[src/rtl/divider_cp_dp.sv]
// -----------------------------------------------------------------------------
// divider_cp_dp
//   Iterative radix-2 restoring divider (control FSM + datapath) for the RV32M
//   M-unit: DIV, DIVU, REM, REMU. It uses the same start/done handshake as the
//   multiplier pair it sits beside.
//
//   Signed operations divide operand magnitudes. The signs are then applied in
//   a single FIX cycle. One quotient bit is produced per DIVIDE cycle.
//
// Ports
//   clk_i       in   1      single clock, rising edge
//   rst_i       in   1      synchronous, active-high reset
//   div_en_i    in   1      start request, sampled only in IDLE
//   op_i        in   2      00=DIV 01=DIVU 10=REM 11=REMU, sampled with div_en_i
//   dividend_i  in   WIDTH  rs1, sampled with div_en_i
//   divisor_i   in   WIDTH  rs2, sampled with div_en_i
//   busy_o      out  1      high in every state except IDLE
//   done_o      out  1      one-cycle pulse; result_o is valid
//   result_o    out  WIDTH  quotient or remainder; held until the next done_o
//
// Optional feature
//   DIV_FAST_SPECIAL_EN: when this macro is defined, a divide-by-zero or a
//   signed overflow goes directly from IDLE to DONE. The result is the same as
//   on the full path; only the latency is shorter.
// -----------------------------------------------------------------------------
module divider_cp_dp #(
    parameter int WIDTH = 32
) (
    input  logic             clk_i,
    input  logic             rst_i,
    input  logic             div_en_i,
    input  logic [1:0]       op_i,
    input  logic [WIDTH-1:0] dividend_i,
    input  logic [WIDTH-1:0] divisor_i,
    output logic             busy_o,
    output logic             done_o,
    output logic [WIDTH-1:0] result_o
);

    localparam int CW = $clog2(WIDTH) + 1;

    typedef enum logic [1:0] {
        S_IDLE,
        S_DIVIDE,
        S_FIX,
        S_DONE
    } state_t;

    state_t           state_q, state_d;
    logic [CW-1:0]    count_q, count_d;
    logic [WIDTH-1:0] rem_q, rem_d;
    logic [WIDTH-1:0] quo_q, quo_d;
    logic [WIDTH-1:0] dvsr_q, dvsr_d;
    logic [WIDTH-1:0] result_q, result_d;
    logic             is_rem_q, is_rem_d;
    logic             neg_a_q, neg_a_d;     // signed op and dividend negative
    logic             neg_b_q, neg_b_d;     // signed op and divisor negative
    logic             dvsr_zero_q, dvsr_zero_d;

    // Operand conditioning at the accept edge. Negating the most negative
    // value leaves it at 0x8000...0. Read as unsigned, that is the correct
    // magnitude.
    logic             signed_op;
    logic             a_neg;
    logic             b_neg;
    logic [WIDTH-1:0] a_mag;
    logic [WIDTH-1:0] b_mag;

    // A single restoring step. The shifted partial remainder can be WIDTH+1
    // bits wide, so the subtraction is one bit wider than the operands. Its
    // top bit is the borrow.
    logic [WIDTH:0]   shifted;
    logic [WIDTH:0]   trial;

    // Sign correction applied in FIX.
    logic [WIDTH-1:0] quo_fixed;
    logic [WIDTH-1:0] rem_fixed;

`ifdef DIV_FAST_SPECIAL_EN
    logic             special_zero;
    logic             special_ovf;
    logic [WIDTH-1:0] special_quo;
    logic [WIDTH-1:0] special_rem;
`endif

    always_comb begin
        signed_op = ~op_i[0];
        a_neg     = signed_op & dividend_i[WIDTH-1];
        b_neg     = signed_op & divisor_i[WIDTH-1];
        a_mag     = a_neg ? (~dividend_i + 1'b1) : dividend_i;
        b_mag     = b_neg ? (~divisor_i + 1'b1) : divisor_i;

        shifted   = {rem_q, quo_q[WIDTH-1]};
        trial     = shifted - {1'b0, dvsr_q};

        // With a zero divisor, every trial succeeds. The quotient then becomes
        // all ones and the remainder becomes |a|. Restoring the dividend sign
        // gives back the original dividend, so only the quotient negation
        // must be suppressed.
        if (dvsr_zero_q) begin
            quo_fixed = '1;
        end else if (neg_a_q ^ neg_b_q) begin
            quo_fixed = ~quo_q + 1'b1;
        end else begin
            quo_fixed = quo_q;
        end
        rem_fixed = neg_a_q ? (~rem_q + 1'b1) : rem_q;
    end

`ifdef DIV_FAST_SPECIAL_EN
    always_comb begin
        special_zero = (divisor_i == '0);
        special_ovf  = signed_op
                     && (dividend_i == {1'b1, {(WIDTH-1){1'b0}}})
                     && (divisor_i == '1);
        special_quo  = special_zero ? '1 : {1'b1, {(WIDTH-1){1'b0}}};
        special_rem  = special_zero ? dividend_i : '0;
    end
`endif

    // Next-state and datapath logic.
    always_comb begin
        state_d     = state_q;
        count_d     = count_q;
        rem_d       = rem_q;
        quo_d       = quo_q;
        dvsr_d      = dvsr_q;
        result_d    = result_q;
        is_rem_d    = is_rem_q;
        neg_a_d     = neg_a_q;
        neg_b_d     = neg_b_q;
        dvsr_zero_d = dvsr_zero_q;

        case (state_q)
            S_IDLE: begin
                if (div_en_i) begin
                    is_rem_d    = op_i[1];
                    neg_a_d     = a_neg;
                    neg_b_d     = b_neg;
                    dvsr_zero_d = (divisor_i == '0);
                    quo_d       = a_mag;
                    dvsr_d      = b_mag;
                    rem_d       = '0;
                    count_d     = '0;
                    state_d     = S_DIVIDE;
`ifdef DIV_FAST_SPECIAL_EN
                    if (special_zero || special_ovf) begin
                        result_d = op_i[1] ? special_rem : special_quo;
                        state_d  = S_DONE;
                    end
`endif
                end
            end

            S_DIVIDE: begin
                if (!trial[WIDTH]) begin
                    rem_d = trial[WIDTH-1:0];
                    quo_d = {quo_q[WIDTH-2:0], 1'b1};
                end else begin
                    rem_d = shifted[WIDTH-1:0];
                    quo_d = {quo_q[WIDTH-2:0], 1'b0};
                end
                count_d = count_q + 1'b1;
                if (count_q == CW'(WIDTH - 1)) begin
                    state_d = S_FIX;
                end
            end

            S_FIX: begin
                result_d = is_rem_q ? rem_fixed : quo_fixed;
                state_d  = S_DONE;
            end

            S_DONE: begin
                state_d = S_IDLE;
            end

            default: begin
                state_d = S_IDLE;
            end
        endcase
    end

    always_ff @(posedge clk_i) begin
        if (rst_i) begin
            state_q     <= S_IDLE;
            count_q     <= '0;
            rem_q       <= '0;
            quo_q       <= '0;
            dvsr_q      <= '0;
            result_q    <= '0;
            is_rem_q    <= 1'b0;
            neg_a_q     <= 1'b0;
            neg_b_q     <= 1'b0;
            dvsr_zero_q <= 1'b0;
        end else begin
            state_q     <= state_d;
            count_q     <= count_d;
            rem_q       <= rem_d;
            quo_q       <= quo_d;
            dvsr_q      <= dvsr_d;
            result_q    <= result_d;
            is_rem_q    <= is_rem_d;
            neg_a_q     <= neg_a_d;
            neg_b_q     <= neg_b_d;
            dvsr_zero_q <= dvsr_zero_d;
        end
    end

    assign busy_o   = (state_q != S_IDLE);
    assign done_o   = (state_q == S_DONE);
    assign result_o = result_q;

endmodule

[config.mk]
export PLATFORM = sky130hd
export DESIGN_NAME = divider_cp_dp
export DESIGN_NICKNAME = d
export VERILOG_FILES = /design/src/rtl/divider_cp_dp.sv
export SDC_FILE = /design/constraint.sdc
export NUM_CORES = 1
export LEC_CHECK = 0
export BUFFER_PORTS_ARGS = -buffer_cell sky130_fd_sc_hd__buf_2
export CAP_MARGIN = 20
export CORE_ASPECT_RATIO = 2
export CORE_MARGIN = 5
export CORE_UTILIZATION = 65
export DETAILED_ROUTE_END_ITERATION = 8
export GPL_TIMING_DRIVEN = 0
export HOLD_SLACK_MARGIN = 0.02
export PLACE_DENSITY = 0.89
export SYNTH_ARGS = -nofsm -noshare
export SYNTH_HDL_FRONTEND = slang
export SYNTH_SLANG_ARGS = --single-unit
[constraint.sdc]
create_clock -name clk_i -period 6.4 [get_ports clk_i]
set_input_delay 0.32 -clock clk_i [delete_from_list [all_inputs] [get_ports clk_i]]
set_output_delay 0.32 -clock clk_i [all_outputs]
set_load 0.01 [all_outputs]
==> results.cfg <==
[status]
status = complete, no violations

[placed_design]
place_congestion = 0.9668
hpwl_um = 24670
port_buffers = 101

[clock_network]
clk_path_buf_depth = 2
cts-resized-gates = 0
cts_made_buffers = 17
cts_tree = built
clk_pin_slew_ns = 0.06
cts-hold-fix-buffers = 0
clk_latency_ns = 0.43
clock-root-buffer = clkbuf_16
cts_setup_buffers = 0
cts_sinks = 140
cts-htree-levels = 4

[run]
drv_cap = 0

[sta]
setup_viol = 0
slew_violations = 0
rsz0062_at_grt = no
worst_pin_slew_ns = 0.8245
hold_viol = 0
period_share_pct = 56.35
max_freq_mhz = 277.3
slew_headroom_pct = 43.61
fin_skew_ns = 0.01151
finalSetupTns_ns = 0
fin_hold_ws_ns = 0.1571
fin_crit_ns = 3.607

[route]
first_pass_iters = 9
routed_wl_um = 32080
dr_total_vias = 10610
wl_per_cell_um = 19.09
drc = 0
drt_first_iter_violations = 762
drtAntennaViolNets = 0
vias_per_cell = 6.314

[logic_synthesis]
ys_seq_area_share_pct = 27.53
yosys.area.top_type = dfxtp_1
synth_common_cells = nand2_1, dfxtp_1, a21oi_1
syn_avg_cell_area_um2 = 7.529
ys_top_cells_by_area = dfxtp_1, nand2_1, xor2_1
ys_warn_count = 0
synth_edf_count = 0
synth_top_area_share_pct = 27.53
syn_nets = 1463
syn_inst = 1352
yosys.cell_count.top_type = nand2_1
synth_cell_types = 74
netlist_area_mm2 = 0.01018
synth_seq_cells = 140
ys_async_sr_fraction_pct = 0
ys.flop_type = dfxtp_1

[setup_path]
r2r_end = rem_q[15]
rr_worst_depth = 14
regToRegStartpoint = quo_q[31]
required_ns = 6.70
critPathKind = register to register
cp-start-kind = register
arrival_ns = 3.90
crit_path_end_kind = register
crit_path_max_fanout = 10
ff2ff_setup_slack_ns = 2.79

[hold_path]
hp-class = input port to register
worstHoldStart = op_i[1]
whs_path_depth = 3
hold_path_end = is_rem_q

[die]
die_area_mm2 = 0.01842
pin_count = 103
start_util_pct = 66.21
rows = 64
die_h_um = 187.0
die_w_um = 98.49
core-area_mm2 = 0.01537

[finish]
drive_gt1_share_pct = 11.00
fill_cells = 1242
fin_nets = 1583
multiInputGateArea_mm2 = 0.006797
antenna_cells = 0
regArea_mm2 = 0.002803
area_delta_synth_final_pct = 13.32
fin_util_pct = 75.03

[power_and_ir_drop]
p_per_area_mw_per_mm2 = 353.0
vdd_drop_max_mv = 0.3040
power_uw = 4072
p_leak_uw = 0.004589

[global_routing]
grt_util_all_layers_pct = 34.20
grt_pass1_vias = 10700
grt_overflow_total = 0
antenna_found_initial = 0
grt_max_degree = 17
grt_pass1_wl_um = 50920
-- per-stage QoR --
step | instances | cell area [um^2] | setup WS (ns)
floorplan | 1352 | 10180 | 3.594
global placement | 1651 | 10930 | 2.956
detailed placement | 1651 | 10930 | 2.885
CTS | 1680 | 11540 | 2.834
global route | 1680 | 11540 | 2.620
finish | 1680 | 11540 | 2.793
-- registers in the layout (all words and copies together), names as in the netlist, 2 cells and up --
| register | count |
|---|---|
| count_q | 6 |
| dvsr_q | 32 |
| quo_q | 32 |
| rem_q | 32 |
| result_o | 32 |
| state_q | 2 |
-- worst max path at each step --
stage / cells after the start / start / endpoint / slack, ns
after floorplan: 14 / quo_q[31] / rem_q[4] / 3.59
after global placement: 14 / quo_q[31] / rem_q[15] / 2.96
after detailed placement: 14 / quo_q[31] / rem_q[15] / 2.89
after CTS: 14 / quo_q[31] / rem_q[7] / 2.83
after global routing: 14 / quo_q[31] / rem_q[7] / 2.62
final: 14 / quo_q[31] / rem_q[15] / 2.79
-- layout make-up --
class | count | share of cell area (%)
repair buffers | 101 | 4.382
plain buffers | 85 | 2.918
clock buffers | 21 | 3.991
clock inverters | 8 | 1.236
multi-input cells | 1062 | 58.92
well taps | 198 | 2.148
flip-flops and latches | 140 | 24.29
inverters | 65 | 2.115
-- cells by family after synthesis --
| group | after synthesis | synth area share [%] |
|---|---|---|
| xor+xnor | 143 | 12.30 |
| mux | 36 | 3.540 |
| buf+inv | 150 | 5.703 |
| flops | 140 | 27.53 |
| compound gates | 391 | 24.50 |
| simple gates | 450 | 21.19 |
| fa+ha+maj | 42 | 5.236 |
-- where the power goes --
group | switching [uW] | internal, uW | total (uW)
clock | 383 | 664 | 1050
sequential | 156 | 1030 | 1190
combinational | 1190 | 645 | 1840
-- critical path, stage by stage, from the launching register on --
cell and delay [ns]:
dfxtp_1 0.43, inv_1 0.10, ha_1 0.23, fa_1 0.39
nand2b_1 0.20, a21oi_1 0.24, o211ai_1 0.20, a21oi_1 0.33
o21ai_1 0.17, a211o_1 0.28, o2111ai_1 0.09, buf_4 0.22
buf_4 0.24, mux2i_1 0.24, o21ai_0 0.10
-- routing by layer --
| metal | GRT usage, % | share of wire, % | up-vias |
|---|---|---|---|
| li1 | - | - | 5041 |
| met1 | 32.33 | 33 | 4904 |
| met2 | 60.41 | 51 | 457 |
| met3 | 5.002 | 4.9 | 206 |
| met4 | 33.25 | 11 | 0 |
| met5 | 0 | 0 | - |
-- cell usage in the layout (no fill, tap or decap), types with 5 or more instances in the layout --
cell,Yosys,routed
nand2_1,173,173
o21a_1,5,5
inv_1,64,64
o21ai_1,8,8
o41ai_1,8,8
nor2_1,122,122
buf_2,2,103
nand3_1,23,23
or4_4,5,5
o21ai_0,90,90
o31ai_1,18,18
dfxtp_1,140,140
a311oi_1,5,5
mux2i_1,36,36
or3_1,13,13
xor2_1,74,74
a211oi_1,27,27
a31oi_1,10,10
clkbuf_16,0,17
o22ai_1,5,5
nand2b_1,18,18
clkbuf_1,71,73
a21o_1,24,24
ha_1,41,41
or4_1,12,12
o211ai_1,7,7
xnor2_1,69,69
and3_1,6,6
nor4_1,13,13
buf_1,8,8
a21oi_1,124,124
a221oi_1,34,34
nor3_1,26,26
Power figures use the tool's default switching activity.
